## src/rtl/reduce_pkg.sv

```systemverilog
// reduce_pkg: FSM state encoding and accumulator identity values shared by reduce_accum.
package reduce_pkg;
    typedef enum logic {ACC = 1'b0, RESULT = 1'b1} state_t;
    localparam logic AND_ID = 1'b1;
    localparam logic OR_ID  = 1'b0;
    localparam logic XOR_ID = 1'b0;
endpackage

```

## src/rtl/reduce_word.sv

```systemverilog
// reduce_word: combinational AND/OR/XOR reduction of one input word.
module reduce_word #(
    parameter int WIDTH = 4
) (
    input  logic [WIDTH-1:0] word_i,
    output logic             and_o,
    output logic             or_o,
    output logic             xor_o
);
    assign and_o = &word_i;
    assign or_o  = |word_i;
    assign xor_o = ^word_i;
endmodule

```

## src/rtl/reduce_accum.sv

```systemverilog
// reduce_accum: per-packet AND/OR/XOR reduction and saturating beat count with a valid/ready result.
module reduce_accum
    import reduce_pkg::*;
#(
    parameter int WIDTH = 4,
    parameter int CNT_W = 8
) (
    input  logic             clk,
    input  logic             resetn,
    input  logic             in_valid,
    output logic             in_ready,
    input  logic [WIDTH-1:0] in_1,
    input  logic             in_last,
    output logic             out_valid,
    input  logic             out_ready,
    output logic             out_1,
    output logic             out_2,
    output logic             out_3,
    output logic [CNT_W-1:0] out_cnt
);
    state_t             state_q, state_d;
    logic               and_q, and_d, or_q, or_d, xor_q, xor_d;
    logic [CNT_W-1:0]   cnt_q, cnt_d;
    logic               out1_q, out1_d, out2_q, out2_d, out3_q, out3_d;
    logic [CNT_W-1:0]   outcnt_q, outcnt_d;
    logic               w_and, w_or, w_xor;
    logic               and_n, or_n, xor_n;
    logic [CNT_W-1:0]   cnt_n;
    logic               accept, handshake;

    reduce_word #(.WIDTH(WIDTH)) u_word (
        .word_i (in_1),
        .and_o  (w_and),
        .or_o   (w_or),
        .xor_o  (w_xor)
    );

    assign in_ready  = resetn && (state_q == ACC);
    assign out_valid = resetn && (state_q == RESULT);
    assign accept    = in_valid && in_ready;
    assign handshake = out_valid && out_ready;
    assign out_1     = out1_q;
    assign out_2     = out2_q;
    assign out_3     = out3_q;
    assign out_cnt   = outcnt_q;

    // Values including the current beat; count sticks at all-ones.
    assign and_n = and_q & w_and;
    assign or_n  = or_q | w_or;
    assign xor_n = xor_q ^ w_xor;
    assign cnt_n = (cnt_q == {CNT_W{1'b1}}) ? cnt_q : cnt_q + 1'b1;

    always_comb begin
        state_d  = state_q;
        and_d    = and_q;
        or_d     = or_q;
        xor_d    = xor_q;
        cnt_d    = cnt_q;
        out1_d   = out1_q;
        out2_d   = out2_q;
        out3_d   = out3_q;
        outcnt_d = outcnt_q;
        if (accept && in_last) begin
            out1_d   = and_n;
            out2_d   = or_n;
            out3_d   = xor_n;
            outcnt_d = cnt_n;
            and_d    = AND_ID;
            or_d     = OR_ID;
            xor_d    = XOR_ID;
            cnt_d    = '0;
            state_d  = RESULT;
        end else if (accept) begin
            and_d = and_n;
            or_d  = or_n;
            xor_d = xor_n;
            cnt_d = cnt_n;
        end
        if (handshake) begin
            and_d   = AND_ID;
            or_d    = OR_ID;
            xor_d   = XOR_ID;
            cnt_d   = '0;
            state_d = ACC;
        end
    end

    always_ff @(posedge clk) begin
        if (!resetn) begin
            state_q  <= ACC;
            and_q    <= AND_ID;
            or_q     <= OR_ID;
            xor_q    <= XOR_ID;
            cnt_q    <= '0;
            out1_q   <= 1'b0;
            out2_q   <= 1'b0;
            out3_q   <= 1'b0;
            outcnt_q <= '0;
        end else begin
            state_q  <= state_d;
            and_q    <= and_d;
            or_q     <= or_d;
            xor_q    <= xor_d;
            cnt_q    <= cnt_d;
            out1_q   <= out1_d;
            out2_q   <= out2_d;
            out3_q   <= out3_d;
            outcnt_q <= outcnt_d;
        end
    end
endmodule
```

## config.mk

```make
export PLATFORM = sky130hd
export DESIGN_NAME = reduce_accum
export DESIGN_NICKNAME = d
export VERILOG_FILES = /design/src/rtl/reduce_pkg.sv /design/src/rtl/reduce_word.sv /design/src/rtl/reduce_accum.sv
export SDC_FILE = /design/constraint.sdc
export NUM_CORES = 1
export LEC_CHECK = 0
export BUFFER_PORTS_ARGS = -buffer_cell sky130_fd_sc_hd__buf_2
export CORE_MARGIN = 3
export CORE_UTILIZATION = 49
export CTS_CLUSTER_DIAMETER = 60
export DETAILED_ROUTE_END_ITERATION = 12
export GPL_ROUTABILITY_DRIVEN = 0
export PLACE_DENSITY = 0.74
export SETUP_SLACK_MARGIN = 0.3
export SLEW_MARGIN = 10
export SYNTH_ARGS = -nofsm -noshare
export SYNTH_HDL_FRONTEND = slang
export SYNTH_SLANG_ARGS = --single-unit
```

## constraint.sdc

```tcl
create_clock -name clk -period 1.6 [get_ports clk]
set_input_delay 0.32 -clock clk [delete_from_list [all_inputs] [get_ports clk]]
set_output_delay 0.32 -clock clk [all_outputs]
set_load 0.01 [all_outputs]
```

==> summary.md, run 1 <==
| Metric | Value |
|---|---|
| Area of the die | `3139 um2` |
| RSZ-0062 raised after global routing | `yes` |
| Antenna violations before repair | `0` |
| Synth Area in Simple Gates | `25.61%` |
| Routed Wire Length | `2781 um` |
| Count leader, synth | `dfxtp_1` |
| Register-to-register setup slack | `0.24 ns` |
| Power density over the cells | `669.9 nW/um2` |
| Placed cell area | `1386 um2` |
| Hold_buf cts | `0` |
| Hold endpoint | `state_q$_SDFFE_PP0P_` |
| Count of pins on the block boundary | `22` |
| Final period utilization | `85.20%` |
| Post-detail-place hpwl | `1940 um` |
| Detailed-routing iteration count for the pre-antenna-repair pass | `4` |
| Count of buffers from port buffering | `21` |
| Final critical delay including setup and external delays | `1.363 ns` |
| Net switching power | `285.7 uW` |
| Count of inserted antenna diode cells | `0` |
| Maximum operating frequency | `0.7335 GHz` |
| Compound-cell area share of the yosys netlist | `16.43%` |
| Sum of overflow across all layers after global routing | `0` |
| Dominant combinational cell family by area after synthesis | `simple AND/OR/NAND/NOR gates` |
| Insertion delay of the later-clocked pin in the worst-skew pair | `0.32 ns` |
| Worst reg2reg path startpoint | `cnt_q[0]$_SDFFE_PP0P_` |
| Final Max Tran Viols | `0` |
| Average vias per placed instance | `5.391` |
| Total power consumption of the routed design | `1.059 mW` |
| Internal portion of total power | `772.9 uW` |
| Horizontal die dimension | `56.03 um` |
| Number of warnings printed during yosys synthesis | `0` |
| Clock-pin slew reported for the worst setup and hold paths after clock tree synthesis | `0.13 ns` |
| Final core utilization | `68.79%` |
| Remaining routing DRC violations | `0` |
| Number of nets in the finished design | `189` |
| Global-route wire length before repair | `4774 um` |
| Source of the critical timing path | `cnt_q[0]$_SDFFE_PP0P_` |
| Least-Margin Pin Slew | `0.2614 ns` |
| Most area-hungry cell type in the Yosys netlist | `dfxtp_1` |
| Clock tree from TritonCTS | `built` |
| Yosys reg bits | `23` |
| Initial core utilization | `53.38%` |
| Area taken by multi-input logic gates | `742.0 um2` |
| Number of enable flip-flop cells after synthesis | `0` |
| Post-Syn Area per Cell | `8.885 um2` |
| Sequential power share | `57.0%` |
| Setup violations, final | `0` |
| Placed Instances | `186` |
| Clock share of power | `26.3%` |
| Share of the synthesized area in the top cell type | `37.55%` |
| Drt first-iter violations | `21` |
| Share of total power in combinational logic | `16.7%` |
| Largest net degree at the start of global routing | `14` |
| Cell variety after synth | `41` |
| Sequential Area | `475.5 um2` |
| Worst Skew | `0.003748 ns` |
| Leak | `0.6907 nW` |
| R2r endpoint | `out_cnt[2]$_SDFFE_PN0P_` |
| Clock tree buffer depth | `2` |
| Number of endpoints with negative hold slack in the final report | `0` |
| Total negative slack | `0 ns` |
| Critical path endpoint category | `register` |
| Total CTS buffers | `3` |
| H-tree lvl count | `1` |
| Leading post-synthesis cells by instance count | `23 x dfxtp_1, 16 x nand2_1, 11 x nor2_1, 8 x nand3_1` |
| Syn Std Cell Area | `1226 um2` |
| Routed length per placed instance | `13.77 um` |
| Post-Synthesis Cells | `138` |
| Type of the worst min-delay path | `in2reg` |
| Total Routing Usage GR | `18.53%` |
| Seq/Total Area, Yosys | `37.55%` |
| Synth async-reset ratio | `0%` |
| Y dimension of the die | `56.03 um` |
| Number of cells in the finished layout apart from fillers | `202` |
| Clock Sink Count | `23` |
| Relative slew margins | `82.52%` |
| Fraction of power spent switching nets | `26.99%` |
| Clk Tree Root Cell | `clkbuf_4` |
| Vias after detailed routing | `1089` |
| Max-cap violations | `0` |
| Fraction of the mapped netlist area in adder cells | `5.102%` |
| Sort of element at the start of the critical path | `register` |
| Data arrival time at the worst-slack endpoint | `1.63 ns` |
| Area growth, synth to finish | `28.88%` |
| Synthesized netlist net count | `152` |
| CP Max Fanout | `4` |
| Number of global-route vias before repair | `1061` |
| Leading cell types by total area after synthesis | `dfxtp_1 38%, ha_1 5.1%, mux2i_1 4.9%` |
| Fill cell instance count of the final layout | `171` |
| Number of cell instances on the worst register-to-register path | `5` |
| Ratio of cells with drive above 1 in the final layout | `40.80%` |
| Type of the setup path with the least slack | `reg2reg` |
| Post-DRT Antenna Nets | `0` |
| Post-synth top flop | `dfxtp_1` |
| Highest ir drop seen on vdd | `0.5542 mV` |
| Area of the core region | `2297 um2` |
| Number of standard-cell rows in the floorplan | `17` |
| Launch instance of the worst min-delay path | `resetn` |
| Post-Synth XOR/XNOR Area | `3.571%` |
| Multiplexer share of the synthesized area | `4.898%` |
| Result of the run | `finished, final reports clean` |
| Number of cells traversed by the worst hold path | `2` |
| Critical path required time | `1.86 ns` |
| Post-route cell area | `1580 um2` |
layer usage:
metal  part of all wire, %  up-vias  global-route usage, %  routed length [um]
met3                   3.5        4                  4.872                  97
met5                     0        -                      0                   0
li1                      -      557                      -                   -
met2                    47       25                  29.72                1313
met1                    48      503                  25.53                1331
met4                   1.4        0                  2.373                  38
power groups by stage:
stage	registers, mW	logic, mW	clock network, mW
after global placement	0.620	0.141	0
after detailed placement	0.621	0.145	0
after floorplan	0.624	0.0912	0
after CTS	0.605	0.161	0.286
final	0.604	0.177	0.278
after global routing	0.606	0.195	0.306
through the flow:
| step | hold slack [ns] | setup WS [ns] |
|---|---|---|
| global placement | 0.4348 | 0.1957 |
| finish | 0.2614 | 0.2367 |
| floorplan | 0.4260 | 0.3005 |
| CTS | 0.2552 | 0.2682 |
| global route | 0.2650 | 0.1607 |
| detailed placement | 0.4471 | 0.1714 |
worst max path at each step:
stage	endpoint	slack (ns)
global placement	out_cnt[7]$_SDFFE_PN0P_	0.20
detailed placement	cnt_q[3]$_SDFFE_PP0P_	0.17
finish	out_cnt[2]$_SDFFE_PN0P_	0.24
global route	cnt_q[7]$_SDFFE_PP0P_	0.16
CTS	out_cnt[2]$_SDFFE_PN0P_	0.27
floorplan	cnt_q[3]$_SDFFE_PP0P_	0.30
placed cells by master, fill, tap and decap left out, types with 3 or more instances in the layout:
master / n
o21ai_1: 6
dfxtp_2: 3
ha_1: 4
mux2i_1: 6
nor2_1: 11
a21oi_1: 5
inv_1: 5
buf_6: 5
clkbuf_4: 3
nor3_1: 4
nand2_1: 15
buf_4: 16
nand3_1: 6
dfxtp_1: 17
dfxtp_4: 3
buf_2: 21
logic make-up (layout without fill, tap and decap cells):
family          Yosys count  in the layout
mux                       6              6
compound gates           27             27
flops                    23             23
simple gates             57             57
xor+xnor                  5              5
fa+ha+maj                 5              5
buf+inv                  15             51
cell type report:
type / count / area share (%)
Timing Repair Buffer: 42 / 17.81
Multi-Input combinational cell: 100 / 46.95
Sequential cell: 23 / 30.09
Clock inverter: 1 / 0.3167
Clock buffer: 3 / 1.425
Inverter: 5 / 1.188
Tap cell: 28 / 2.217
flip-flops by register name, indices dropped and copies added (netlist names):
name / flops
out_cnt: 8
out_1: 1
or_q: 1
cnt_q: 8
and_q: 1
xor_q: 1
state_q: 1
out_3: 1
out_2: 1
critical path, cell delays in order, from the launching register on:
cell and delay (ns):
dfxtp_4 0.39, ha_4 0.13, and4_4 0.26, nand4_4 0.15, a31o_1 0.25, a21boi_1 0.12
repair_timing:
item	4_1_cts	5_1_grt
endpoints found under the setup margin	18	20
gates resized for setup	6	18
setup buffers	8	4
pin swaps	4	5
endpoints found under the hold margin	0	0
Note: power is estimated with default switching activity, not from simulation.
==> inputs of run 2 (changes only) <==
- CORE_MARGIN: 3 -> unset
- REMOVE_ABC_BUFFERS: unset -> 1
==> run 2 against run 1 <==
- fmax decreased by 3.7%
- global-route usage increased by 4.4 points
- sequential share of layout area up 0.89 points
- critical path type unchanged
- critical endpoint is now cnt_q[3]$_SDFFE_PP0P_
- highest routed layer unchanged
==> summary.md, run 2 (synthesized netlist as in run 1, its figures left out) <==
| Metric | Value |
|---|---|
| Commonest non-fill, non-tap cell in the layout | `buf_2` |
| Sequential power share | `58.2%` |
| Relative slew margins | `74.99%` |
| Post-detail-place hpwl | `1923 um` |
| Global-route wire length before repair | `4595 um` |
| Initial core utilization | `53.88%` |
| RSZ-0062 raised after global routing | `yes` |
| CP Max Fanout | `5` |
| Result of the run | `finished, final reports clean` |
| Number of global-route vias before repair | `1032` |
| Y dimension of the die | `52.03 um` |
| Clock tree from TritonCTS | `built` |
| Count of pins on the block boundary | `22` |
| Maximum operating frequency | `0.7064 GHz` |
| Number of standard-cell rows in the floorplan | `17` |
| Total Routing Usage GR | `22.90%` |
| Final period utilization | `88.48%` |
| Vias after detailed routing | `1116` |
| Sum of overflow across all layers after global routing | `0` |
| Placed Instances | `185` |
| Worst hold slack after final layout | `0.3022 ns` |
| H-tree lvl count | `1` |
| Highest ir drop seen on vdd | `0.6567 mV` |
| Total negative slack | `0 ns` |
| Average vias per placed instance | `5.665` |
| Worst Skew | `0.002305 ns` |
| Horizontal die dimension | `52.03 um` |
| Max-cap violations | `0` |
| Area of the core region | `2276 um2` |
| Fraction of power spent switching nets | `26.75%` |
| Post-DRT Antenna Nets | `0` |
| Place WS | `0.07625 ns` |
| Final core utilization | `66.90%` |
| Clk Tree Root Cell | `clkbuf_4` |
| Setup violations, final | `0` |
| Hold_buf cts | `0` |
| Clock Sink Count | `23` |
| Count of buffers from port buffering | `21` |
| Sort of element at the start of the critical path | `register` |
| Ratio of cells with drive above 1 in the final layout | `38.46%` |
| Area of the die | `2707 um2` |
| Setup slack of the critical path after layout | `0.1843 ns` |
| Detailed-routing iteration count for the pre-antenna-repair pass | `4` |
| Count of inserted antenna diode cells | `0` |
| Drt first-iter violations | `36` |
| Final Max Tran Viols | `0` |
| Post-route cell area | `1523 um2` |
| Clock share of power | `25.9%` |
| Insertion delay of the later-clocked pin in the worst-skew pair | `0.30 ns` |
| Power density over the cells | `684.8 nW/um2` |
| Most frequent cells in the layout | `21 x buf_2, 16 x nand2_1, 16 x dfxtp_1, 16 x buf_4, 11 x nor2_1` |
| Fill cell instance count of the final layout | `171` |
| Largest net degree at the start of global routing | `14` |
| Type of the worst min-delay path | `in2reg` |
| Internal portion of total power | `763.8 uW` |
| Number of nets in the finished design | `184` |
| Leak | `0.6648 nW` |
| Clock-pin slew reported for the worst setup and hold paths after clock tree synthesis | `0.13 ns` |
| Placed cell area | `1361 um2` |
| Number of cells in the finished layout apart from fillers | `197` |
| Type of the setup path with the least slack | `reg2reg` |
| Antenna violations before repair | `0` |
| Routed Wire Length | `2979 um` |
| Final critical delay including setup and external delays | `1.416 ns` |
| Critical path required time | `1.81 ns` |
| Data arrival time at the worst-slack endpoint | `1.63 ns` |
| Total power consumption of the routed design | `1.043 mW` |
| Number of endpoints with negative hold slack in the final report | `0` |
| Share of total power in combinational logic | `16.0%` |
| Critical path endpoint category | `register` |
| Total CTS buffers | `3` |
| Least-Margin Pin Slew | `0.3747 ns` |
| Net switching power | `278.9 uW` |
| Area growth, synth to finish | `24.18%` |
| Routed length per placed instance | `15.12 um` |
| Remaining routing DRC violations | `0` |
| Clock tree buffer depth | `2` |
[run 2: cell types whose count changed in the layout (fill, tap and decap cells not counted), sizes merged]
cell / previous run / this run
buf: 42 / 37
[run 2: worst max-delay path: stages, from the launching register on]
cell	delay, ns
dfxtp_4	0.38
ha_4	0.15
and4_4	0.21
a41oi_4	0.26
a211oi_2	0.11
a31o_1	0.20
[run 2: power groups by stage]
stage	Sequential (mW)	Clock, mW	Combinational [mW]
floorplan	0.623	0	0.0785
finish	0.606	0.270	0.167
global placement	0.618	0	0.135
detailed placement	0.619	0	0.139
CTS	0.605	0.275	0.157
global route	0.609	0.304	0.183
[run 2: cell type report]
| class | count | area [um2] | share of cell area, % |
|---|---|---|---|
| clock inverters | 1 | 5.005 | 0.3287 |
| well taps | 28 | 35.03 | 2.301 |
| repair buffers | 37 | 225.2 | 14.79 |
| inverters | 5 | 18.77 | 1.233 |
| multi-input cells | 100 | 744.5 | 48.89 |
| flip-flops and latches | 23 | 471.7 | 30.98 |
| clock buffers | 3 | 22.52 | 1.479 |
[run 2: final timing paths]
| path | start | end | slack [ns] | depth (start not counted) |
|---|---|---|---|---|
| worst max-delay path | cnt_q[0]$_SDFFE_PP0P_ | cnt_q[3]$_SDFFE_PP0P_ | 0.18 | 5 |
| worst max register to register | cnt_q[0]$_SDFFE_PP0P_ | cnt_q[3]$_SDFFE_PP0P_ | 0.18 | 5 |
| worst min register to register | out_cnt[4]$_SDFFE_PN0P_ | out_cnt[4]$_SDFFE_PN0P_ | 0.47 | 2 |
| worst min-delay path | resetn | state_q$_SDFFE_PP0P_ | 0.30 | 2 |
[run 2: layer usage]
layer  track usage (%)  vias up  routed length [um]
met1             27.19      524                1234
met4             10.81        0                  55
li1                  -      541                   -
met2             40.81       45                1529
met3             2.047        6                 159
met5                 0        -                   0
[run 2: timing repair]
action | in CTS | in global routing
gates cloned | 0 | 0
setup buffers | 7 | 1
setup endpoints to repair | 18 | 16
pin swaps | 3 | 4
gates resized for setup | 12 | 9
==> inputs of run 3 (changes only) <==
- CORE_MARGIN: unset -> 5
==> run 3 against run 2 <==
- sequential power hardly changed
- largest power group unchanged
- flip-flop and latch count stayed put
- final cell count is 3.0% higher
- sequential share of layout area is 2.1 points lower
- critical endpoint unchanged
- first-iteration DRC count is 8.3% lower
- clock power is 3% higher
- utilization is 0.48 points higher
- routed wire length is 7.6% higher
- critical path type unchanged
- power is 1.8% higher
- fmax is 1.5% higher
- non-clock buffer count is 4 higher
==> summary.md, run 3 (synthesized netlist as in run 1, its figures left out) <==
| Metric | Value |
|---|---|
| Routed length per placed instance | `15.79 um` |
| Clock Sink Count | `23` |
| Detailed-routing iteration count for the pre-antenna-repair pass | `4` |
| Sequential power share | `57.0%` |
| Relative slew margins | `71.84%` |
| H-tree lvl count | `1` |
| Count of inserted antenna diode cells | `0` |
| Largest net degree at the start of global routing | `13` |
| Clock share of power | `26.3%` |
| Sort of element at the start of the critical path | `register` |
| CP Max Fanout | `5` |
| Worst hold slack after final layout | `0.3118 ns` |
| Drt first-iter violations | `33` |
| Average vias per placed instance | `5.635` |
| Area of the core region | `2432 um2` |
| Internal portion of total power | `772.9 uW` |
| Number of global-route vias before repair | `1066` |
| Least-Margin Pin Slew | `0.4219 ns` |
| Clk Tree Root Cell | `clkbuf_4` |
| Leak | `0.7406 nW` |
| Total CTS buffers | `3` |
| Vias after detailed routing | `1144` |
| Count of buffers from port buffering | `21` |
| Type of the setup path with the least slack | `reg2reg` |
| Insertion delay of the later-clocked pin in the worst-skew pair | `0.31 ns` |
| Final Max Tran Viols | `0` |
| Slowest library cell on the worst path | `dfxtp_2` |
| Commonest non-fill, non-tap cell in the layout | `buf_2` |
| Number of standard-cell rows in the floorplan | `18` |
| Clock tree from TritonCTS | `built` |
| Total Routing Usage GR | `17.67%` |
| Number of endpoints with negative hold slack in the final report | `0` |
| Remaining routing DRC violations | `0` |
| Cell chain of the critical path | `ha_4 -> and4_4 -> a41oi_4 -> a211oi_2 -> a31o_1` |
| Sum of overflow across all layers after global routing | `0` |
| Fill cell instance count of the final layout | `186` |
| Max-cap violations | `0` |
| Net switching power | `288.3 uW` |
| Count of pins on the block boundary | `22` |
| Total negative slack | `0 ns` |
| Antenna violations before repair | `0` |
| Setup violations, final | `0` |
| Most frequent cells in the layout | `20 x buf_2, 17 x dfxtp_1, 16 x buf_4, 14 x nand2_1, 11 x nor2_1` |
| Critical path required time | `1.82 ns` |
| Number of nets in the finished design | `188` |
| Y dimension of the die | `60.03 um` |
| Global-route wire length before repair | `4905 um` |
| Share of total power in combinational logic | `16.7%` |
| Result of the run | `finished, final reports clean` |
| RSZ-0062 raised after global routing | `yes` |
| Routed Wire Length | `3206 um` |
| Power density over the cells | `647.4 nW/um2` |
| Post-detail-place hpwl | `2056 um` |
| Post-DRT Antenna Nets | `0` |
| Critical path endpoint category | `register` |
| Horizontal die dimension | `60.03 um` |
| Max stage delay on crit path | `0.36 ns` |
| Fraction of power spent switching nets | `27.17%` |
| Final critical delay including setup and external delays | `1.395 ns` |
| Placed Instances | `189` |
| Area growth, synth to finish | `33.67%` |
| Clock tree buffer depth | `2` |
| Register-to-register setup slack | `0.21 ns` |
| Final period utilization | `87.16%` |
| Data arrival time at the worst-slack endpoint | `1.61 ns` |
| Hold_buf cts | `0` |
| Worst Skew | `0.004664 ns` |
| Highest ir drop seen on vdd | `0.4915 mV` |
| Ratio of cells with drive above 1 in the final layout | `43.93%` |
| Clock-pin slew reported for the worst setup and hold paths after clock tree synthesis | `0.13 ns` |
| Initial core utilization | `50.41%` |
| Type of the worst min-delay path | `in2reg` |
| Number of cells in the finished layout apart from fillers | `203` |
| Maximum operating frequency | `0.7171 GHz` |
| Area of the die | `3603 um2` |
-- run 3: changes by cell type in the layout (fill, tap and decap cells not counted), sizes merged --
cell / change
clkbuf: +1
clkinv: -1
buf: +4
-- run 3: routing by layer --
| layer | part of all wire (%) | track usage, % | vias up | wire (um) |
|---|---|---|---|---|
| met5 | 0 | 0 | - | 0 |
| met4 | 1.9 | 2.848 | 0 | 62 |
| met3 | 4.1 | 3.240 | 12 | 133 |
| met2 | 53 | 31.64 | 31 | 1705 |
| met1 | 41 | 22.18 | 547 | 1304 |
| li1 | - | - | 554 | - |
-- run 3: final timing paths --
check	end	depth (start not counted)	start
min	state_q$_SDFFE_PP0P_	3	out_ready
min reg2reg	out_1$_SDFFE_PN0P_	2	out_1$_SDFFE_PN0P_
max reg2reg	cnt_q[3]$_SDFFE_PP0P_	5	cnt_q[1]$_SDFFE_PP0P_
max	cnt_q[3]$_SDFFE_PP0P_	5	cnt_q[1]$_SDFFE_PP0P_
-- run 3: worst max-delay path: cells and delay by family, from the launching register on --
family          cells  cell delay, ns
flops               1            0.36
fa+ha+maj           1            0.15
compound gates      3            0.57
simple gates        1            0.21
-- run 3: power groups by stage --
stage	Clock (mW)	Combinational, mW	Sequential, mW
final	0.279	0.177	0.605
after CTS	0.282	0.155	0.607
after global routing	0.300	0.194	0.608
after floorplan	0	0.0785	0.623
after global placement	0	0.143	0.617
after detailed placement	0	0.148	0.618
-- run 3: through the flow --
| stage | power (mW) | instance area [um2] | utilization, % | worst slack, ns |
|---|---|---|---|---|
| floorplan | 0.7019 | 1161 | - | 0.09424 |
| global placement | 0.7595 | 1379 | 56.69 | 0.1568 |
| detailed placement | 0.7663 | 1379 | 56.69 | 0.1112 |
| CTS | 1.044 | 1468 | 60.34 | 0.2336 |
| global route | 1.102 | 1639 | 67.39 | 0.1460 |
| finish | 1.061 | 1639 | 67.39 | 0.2054 |
-- run 3: layout make-up --
type | count | area, um2 | share of cell area, %
Tap cell | 30 | 37.54 | 2.290
Inverter | 5 | 18.77 | 1.145
Timing Repair Buffer | 41 | 276.5 | 16.87
Sequential cell | 23 | 473.0 | 28.86
Clock buffer | 4 | 26.28 | 1.603
Multi-Input combinational cell | 100 | 807.0 | 49.24
-- run 3: what timing repair did --
action                                  in CTS  in global routing
buffers inserted                             4                  6
cloned                                       0                  0
pin swaps                                    4                 11
endpoints found under the setup margin      16                 21
resized for setup                            9                 30
